===== config.mk =====
export PLATFORM = sky130hd
export DESIGN_NAME = bit_stream_deserializer
export DESIGN_NICKNAME = d
export VERILOG_FILES = /design/src/rtl/bit_stream_pkg.sv /design/src/rtl/bit_stream_deserializer.sv
export SDC_FILE = /design/constraint.sdc
export NUM_CORES = 1
export LEC_CHECK = 0
export ABC_AREA = 1
export CORE_ASPECT_RATIO = 1.1
export CORE_MARGIN = 2
export CORE_UTILIZATION = 28
export DETAILED_ROUTE_END_ITERATION = 10
export MAX_ROUTING_LAYER = met4
export RECOVER_POWER = 50
export SLEW_MARGIN = 25
export SYNTH_ARGS = -nofsm -noshare
export SYNTH_HDL_FRONTEND = slang
export SYNTH_SLANG_ARGS = --single-unit

===== constraint.sdc =====
create_clock -name clk -period 3.5 [get_ports clk]
set_input_delay 0.7 -clock clk [delete_from_list [all_inputs] [get_ports clk]]
set_output_delay 0.7 -clock clk [all_outputs]
set_load 0.01 [all_outputs]

===== src/rtl/bit_stream_pkg.sv =====
// bit_stream_pkg: shared types and sizing helpers for the bit-stream deserializer
package bit_stream_pkg;

   typedef enum logic [1:0] {
      FILL  = 2'd0,
      EMIT  = 2'd1,
      FLUSH = 2'd2
   } state_e;

   localparam int DEF_IN_W  = 5;
   localparam int DEF_OUT_W = 16;

   function automatic int cnt_width(input int in_w, input int out_w);
      return $clog2(out_w + in_w);
   endfunction

endpackage


===== src/rtl/bit_stream_deserializer.sv =====
// bit_stream_deserializer: reassembles LSB-first IN_W-bit chunks into OUT_W-bit words with flush
module bit_stream_deserializer
   import bit_stream_pkg::*;
#(
   parameter int IN_W  = DEF_IN_W,
   parameter int OUT_W = DEF_OUT_W,
   parameter int CNT_W = cnt_width(IN_W, OUT_W)
) (
   input  logic             clk,
   input  logic             rst_n,
   input  logic [IN_W-1:0]  in_data,
   input  logic             in_valid,
   output logic             in_ready,
   input  logic             flush,
   output logic [OUT_W-1:0] out_data,
   output logic [CNT_W-1:0] out_bits,
   output logic             out_last,
   output logic             out_valid,
   input  logic             out_ready
);

   localparam int ACC_W = OUT_W + IN_W - 1;

   state_e           state_q;
   logic [ACC_W-1:0] acc_q, acc_d;
   logic [CNT_W-1:0] cnt_q, cnt_d;
   logic [OUT_W-1:0] out_data_q;
   logic [CNT_W-1:0] out_bits_q;
   logic             out_last_q;
   logic             out_valid_q;
   logic [OUT_W-1:0] part_mask;
   logic             in_hs;
   logic             out_hs;

   assign in_ready  = rst_n & (state_q == FILL);
   assign in_hs     = in_valid & in_ready;
   assign out_hs    = out_valid_q & out_ready;
   assign part_mask = ~({OUT_W{1'b1}} << cnt_q);
   assign out_data  = out_data_q;
   assign out_bits  = out_bits_q;
   assign out_last  = out_last_q;
   assign out_valid = out_valid_q;

   // accumulator update: append a chunk above the residue, drop a consumed word, or clear after flush
   always_comb begin
      acc_d = acc_q;
      cnt_d = cnt_q;
      if (state_q == FILL && in_hs) begin
         acc_d = acc_q | (ACC_W'(in_data) << cnt_q);
         cnt_d = cnt_q + CNT_W'(IN_W);
      end else if (state_q == EMIT && out_hs) begin
         acc_d = acc_q >> OUT_W;
         cnt_d = cnt_q - CNT_W'(OUT_W);
      end else if (state_q == FLUSH && out_hs) begin
         acc_d = '0;
         cnt_d = '0;
      end
   end

   // control FSM with registered word outputs held until the consumer takes them
   always_ff @(posedge clk or negedge rst_n) begin
      if (!rst_n) begin
         state_q     <= FILL;
         acc_q       <= '0;
         cnt_q       <= '0;
         out_valid_q <= 1'b0;
         out_data_q  <= '0;
         out_bits_q  <= '0;
         out_last_q  <= 1'b0;
      end else begin
         acc_q <= acc_d;
         cnt_q <= cnt_d;
         case (state_q)
            FILL: begin
               if (in_hs && cnt_d >= CNT_W'(OUT_W)) begin
                  state_q     <= EMIT;
                  out_valid_q <= 1'b1;
                  out_data_q  <= acc_d[OUT_W-1:0];
                  out_bits_q  <= CNT_W'(OUT_W);
                  out_last_q  <= 1'b0;
               end else if (!in_hs && flush && cnt_q != '0) begin
                  state_q     <= FLUSH;
                  out_valid_q <= 1'b1;
                  out_data_q  <= acc_q[OUT_W-1:0] & part_mask;
                  out_bits_q  <= cnt_q;
                  out_last_q  <= 1'b1;
               end
            end
            EMIT, FLUSH: begin
               if (out_ready) begin
                  state_q     <= FILL;
                  out_valid_q <= 1'b0;
                  out_data_q  <= '0;
                  out_bits_q  <= '0;
                  out_last_q  <= 1'b0;
               end
            end
            default: begin
               state_q     <= FILL;
               out_valid_q <= 1'b0;
            end
         endcase
      end
   end

`ifndef SYNTHESIS
   // residue above the bit count must stay zero and the count must stay in range
   always_ff @(posedge clk) begin
      assert ((acc_q >> cnt_q) == '0);
      assert (cnt_q <= CNT_W'(OUT_W + IN_W - 1));
   end
`endif

endmodule


==> summary.md, run 1 <==
| Metric | Value |
|---|---|
| Routed WL | `7.18 mm` |
| Mapped Cells | `353` |
| DRT antenna net count | `0` |
| Post-Route M1 WL | `3.46 mm` |
| Tot GR Track Use | `0.140` |
| Clk root buf | `clkbuf_8` |
| Drt drc | `0` |
| Fin. Hold Viols | `0` |
| # fillers | `1038` |
| Vias in the first global route | `2306` |
| Hold crit path type | `in -> async` |
| CP required | `3750 ps` |
| Critical path endpoint category | `register` |
| Max Slew Vio Count | `36` |
| Flops & latches, synth | `50` |
| Reg area | `1250 µm²` |
| Worst-case clock buffer depth | `2` |
| Resized cells post-CTS | `0` |
| Grt ovf | `0` |
| Placed Instances | `around 500` |
| Setup repair after global routing missed its margin | `no` |
| Layout cells sized above 1 | `0.115` |
| TritonRoute pass-1 iters | `5` |
| Post-synth ARST share | `1.00` |
| Syn nets | `between 300 and 400` |
| # hold bufs at CTS | `0` |
| Status | `finished, violations left` |
| Max_cap viols | `1` |
| Fin Clk Skew | `6.36 ps` |
| Synth warn | `0` |
| Global-route wire length before repair | `11.7 mm` |
| Port bufs | `33` |
| Worst-Margin Slew | `1900 ps` |
| Rows | `38` |
| Initial antenna violation count | `0` |
| LEAKAGE | `0.00164 µW` |
| CP Launch Type | `primary input` |
| Iteration-0 DRC Markers | `189` |
| Avg Inst Size Synth | `8.03 µm²` |
| Die X | `99.9 µm` |
| Setup Fix Bufs, Post-CTS | `0` |
| Routed length per instance | `14.3 µm` |
| Netlist cell types | `37` |
| Final Core Density | `0.341` |
| Die Area | `10900 µm²` |
| H-tree lvl count | `2` |
| Highest routed metal layer | `met4` |
| Pin count of the biggest net entering global routing | `36` |
| Most numerous cell in the Yosys netlist | `nand2_1` |
| Clk Latency, worst-skew pair | `about 300 ps` |
| Peak VDD IR | `228 µV` |
| Setup TNS | `0 ps` |
| Most instantiated cells after synthesis | `137 x nand2_1, 50 x dfrtp_1, 35 x nand3_1` |
| Post-synthesis sequential area ratio | `0.442` |
| PwrDens | `between 800 and 900 nW/µm²` |
| Multi-input combinational cell area | `1400 µm²` |
| Core box area | `9840 µm²` |
| DR WL met3 | `roughly 380 µm` |
| Antenna cell count | `0` |
| Relative slew margins | `-0.266` |
| Area growth from synthesis to layout | `18.4%` |
| Final setup viols | `0` |
| Max Fclk | `approximately 350 MHz` |
| Cell Area, Synth | `~2800 µm²` |
| Violated checks | `capacitance limit, slew limit` |
| Critical path class | `in -> reg` |
| Clock sink total | `50` |
| CTS Buf Count | `5` |
| Min cycle time layout | `about 2800 ps` |
| Die Height | `110 µm` |
| Fin cells | `501` |
| Clock slew at reported path FFs | `90 ps` |
| Via density per instance | `5.00` |
| CP Max Fanout | `23` |
| EDFF count, synth | `0` |
| Area leader, netlist | `dfrtp_1` |
| Met2 wire len | `~3.3 mm` |
| Top FF cell, synth | `dfrtp_1` |
| Post-synth top area share | `0.442` |
| Via count | `2505` |
| I/O Pins | `34` |
| GP Congestion | `~0.95` |
| CTS tree | `built` |
| Post-layout nets | `between 300 and 400` |
| Data arrival, critical path | `3070 ps` |
| Synth top area cells | `dfrtp_1 44%, nand2_1 18%, nand3_1 6.2%` |
| DP HPWL | `5.45 mm` |
| Final period util | `0.807` |
| Initial Util | `0.288` |
==> metrics by stage <==
step	area [µm²]	power, µW	hold slack [ps]	setup WS [ps]
finish	3350	2920	306	676
global route	3350	3130	325	412
CTS	3360	2950	316	912
detailed placement	3220	2440	469	630
global placement	3220	2420	468	683
floorplan	2830	2040	404	1800
==> cell families after synthesis <==
kind of cell / after synthesis / synth area share
AND/OR/NAND/NOR: 211 / 0.340
AO/OA/AOI/OAI: 50 / 0.123
flip-flops: 50 / 0.442
adder cells (fa/ha/maj): 7 / 0.0309
buffers and inverters: 35 / 0.0640
==> path summary, 6_finish.rpt <==
path / start / endpoint / slack, ps / depth (start not counted)
max in group asynchronous: rst_n / acc_q[3] / 1100 / 2
worst min-delay path: rst_n / out_last / 310 / 1
worst min register to register: out_data[8] / out_data[8] / 480 / 2
worst max-delay path: in_valid / out_bits[1] / 680 / 9
worst max register to register: state_q[1] / out_bits[1] / 690 / 10
min in group clk: out_data[8] / out_data[8] / 480 / 2
==> flip-flops by register name, indices dropped and copies added, names as in the netlist, named ones only <==
register / cells
out_last: 1
cnt_q: 1
out_data: 16
acc_q: 20
out_bits: 5
state_q: 2
out_valid: 1
==> layer usage <==
| metal | vias to the layer above | track usage |
|---|---|---|
| met5 | - | - |
| met4 | 0 | 0.0294 |
| met3 | 6 | 0.0261 |
| met2 | 72 | 0.215 |
| met1 | 1204 | 0.194 |
| li1 | 1223 | - |
==> critical path, stage by stage <==
cell and delay [ps]:
clkdlybuf4s50_1 480, nand3_2 240, clkinvlp_2 520, nand3_4 280, nand3_4 160, nand3_4 260, nor2_8 240, nand3_1 90
nand2_1 80
==> power breakdown <==
| part | internal (µW) | switching (µW) |
|---|---|---|
| clock | 305 | 194 |
| sequential | 774 | 200 |
| combinational | 497 | 951 |
| total | 1580 | 1350 |
==> area by class of cell <==
class,instances,share of cell area
flip-flops and latches,50,0.373
clock inverters,2,0.0179
inverters,21,0.0239
well taps,120,0.0448
clock buffers,6,0.0246
repair buffers,34,0.0981
multi-input cells,268,0.418
==> placed cells by master (no fill, tap or decap), types with 2 or more instances in the layout <==
| master | count |
|---|---|
| nor2_1 | 15 |
| nand2_2 | 4 |
| clkdlybuf4s50_1 | 21 |
| nor2_2 | 2 |
| nand4_1 | 6 |
| bufinv_16 | 2 |
| nand3_2 | 3 |
| o21ai_2 | 12 |
| nand3_1 | 35 |
| o21bai_1 | 2 |
| inv_1 | 14 |
| a32o_1 | 2 |
| a22oi_1 | 2 |
| o21a_1 | 2 |
| dfrtp_1 | 50 |
| inv_2 | 5 |
| nand2_1 | 137 |
| ha_1 | 7 |
| o211ai_1 | 3 |
| or2_2 | 2 |
| o311ai_0 | 2 |
| clkbuf_8 | 6 |
| o21ai_0 | 15 |
| nand3_4 | 3 |
| dlygate4sd3_1 | 11 |
| a21oi_1 | 5 |
Note: power is estimated with default switching activity, not from simulation.
==> run 2: changes to the inputs <==
Clock period 3.5 ns to 2.56 ns, I/O delays scaled along.
==> summary.md, run 2 (synthesis results as in run 1) <==
| Metric | Value |
|---|---|
| Global-route wire length before repair | `12.6 mm (+8.3%)` |
| Design area | `3350 µm² (-0.15%)` |
| Final period util | `0.909` |
| Fin. Hold Viols | `0 (unchanged)` |
| CP Launch Type | `register` |
| Area growth from synthesis to layout | `18.2%` |
| TritonRoute pass-1 iters | `4 (-1)` |
| Rows | `38 (unchanged)` |
| Status | `complete, no violations` |
| Hold Slack | `107 ps (-199 ps)` |
| Worst-Margin Slew | `1270 ps (-631 ps)` |
| Initial antenna violation count | `0 (unchanged)` |
| Critical path class | `reg -> out` |
| Max Fclk | `approximately 430 MHz` |
| Max Slew Vio Count | `0 (-100%)` |
| Layout cells sized above 1 | `0.126 (+0.0105)` |
| Cell Area, Placed | `3280 µm² (+2.1%)` |
| Port bufs | `33 (unchanged)` |
| Via count | `2503 (-0.080%)` |
| LEAKAGE | `0.00165 µW (+0.48%)` |
| DRT antenna net count | `0 (unchanged)` |
| H-tree lvl count | `2 (unchanged)` |
| Antenna cell count | `0 (unchanged)` |
| # hold bufs at CTS | `0 (unchanged)` |
| Grt ovf | `0 (unchanged)` |
| Worst-case clock buffer depth | `2 (unchanged)` |
| Peak VDD IR | `312 µV (+37%)` |
| Clk Latency, worst-skew pair | `310 ps (about the same)` |
| CP Max Fanout | `5 (-78%)` |
| Core box area | `9840 µm² (unchanged)` |
| I/O Pins | `34 (unchanged)` |
| Die X | `99.9 µm (unchanged)` |
| Setup repair after global routing missed its margin | `no` |
| Pin count of the biggest net entering global routing | `25 (-31%)` |
| Final setup viols | `0 (unchanged)` |
| Largest register by flop count | `acc_q` |
| CTS Buf Count | `5 (unchanged)` |
| Post-layout nets | `406 (+2.3%)` |
| Total power draw | `3830 µW (+31%)` |
| Clk root buf | `clkbuf_8` |
| Hold crit path type | `in -> async` |
| Initial Util | `0.288 (unchanged)` |
| Vias in the first global route | `2523 (+9.4%)` |
| Tot GR Track Use | `0.150 (+0.0106)` |
| Clock sink total | `50 (unchanged)` |
| Max_cap viols | `0 (-1)` |
| Data arrival, critical path | `1810 ps (-1260 ps)` |
| Most common cell after layout, fill and taps aside | `nand2_1` |
| GP Congestion | `0.876 (-8.1%)` |
| Routed WL | `7.34 mm (+2.3%)` |
| DP HPWL | `5.69 mm (+4.5%)` |
| Clock slew at reported path FFs | `100 ps (about the same)` |
| CP required | `2050 ps (-1700 ps)` |
| Relative slew margins | `0.155 (+0.421)` |
| Fin Clk Skew | `11.6 ps (+5.28 ps)` |
| Die Height | `110 µm (unchanged)` |
| Setup TNS | `0 ps (unchanged)` |
| PwrDens | `1140 nW/µm² (+31%)` |
| Most frequent cells in the layout | `137 x nand2_1, 50 x dfrtp_1, 35 x nand3_1, 22 x clkdlybuf4s50_1` |
| Setup Fix Bufs, Post-CTS | `0 (unchanged)` |
| Min cycle time layout | `2330 ps` |
| Die Area | `10900 µm² (unchanged)` |
| Iteration-0 DRC Markers | `188 (-0.53%)` |
| Largest register FFs | `20 (unchanged)` |
| Routed length per instance | `14.4 µm (+0.65%)` |
| Resized cells post-CTS | `0 (unchanged)` |
| Via density per instance | `4.92 (-1.7%)` |
| Critical path endpoint category | `primary output` |
| CTS tree | `built` |
| Drt drc | `0 (unchanged)` |
run 2: final cells by class:
type / instances / area [µm²]
clock buffer: 5 / 68.8
fill: 1059 / 6490
multi-input combinational: 268 / 1400
sequential: 50 / 1250
clock inverter: 2 / 10.0
tap: 120 / 150
inverter: 21 / 80.1
timing repair buffer: 43 / 388
run 2: routing by layer:
layer	up-vias	share of wire	GRT usage
met4	0	0.012	0.0372
met1	1201	0.49	0.208
met5	-	0	-
met3	9	0.037	0.0261
li1	1241	-	-
met2	52	0.46	0.231
run 2: critical path: stages (launching register included):
cell and delay, ps:
dfrtp_1 430, inv_1 100, ha_1 310, nand2_1 80, inv_1 60, clkdlybuf4s50_1 520
run 2: final timing paths:
check	from	endpoint	slack, ps	cells after the start
setup reg to reg	register	out_data[10]	350	11
setup / recovery	state_q[0]	in_ready	230	5
hold reg to reg	out_data[8]	out_data[8]	490	2
hold / removal	rst_n	cnt_q[4]	110	1
max in group asynchronous	rst_n	acc_q[6]	940	2
min in group clk	out_data[8]	out_data[8]	490	2
run 2: per-stage QoR:
step                cells  worst slack, ps   util
finish                509              233  0.340
global route          509              119  0.340
CTS                   509              230  0.342
detailed placement    502              367  0.334
global placement      502              395  0.334
floorplan             353              862      -
run 2: report_power, final:
group / internal (µW) / total [µW] / switching, µW / leakage, µW
combinational: 751 / 2090 / 1340 / 0.000931
clock: 184 / 449 / 265 / 0.0000438
sequential: 1060 / 1290 / 234 / 0.000675
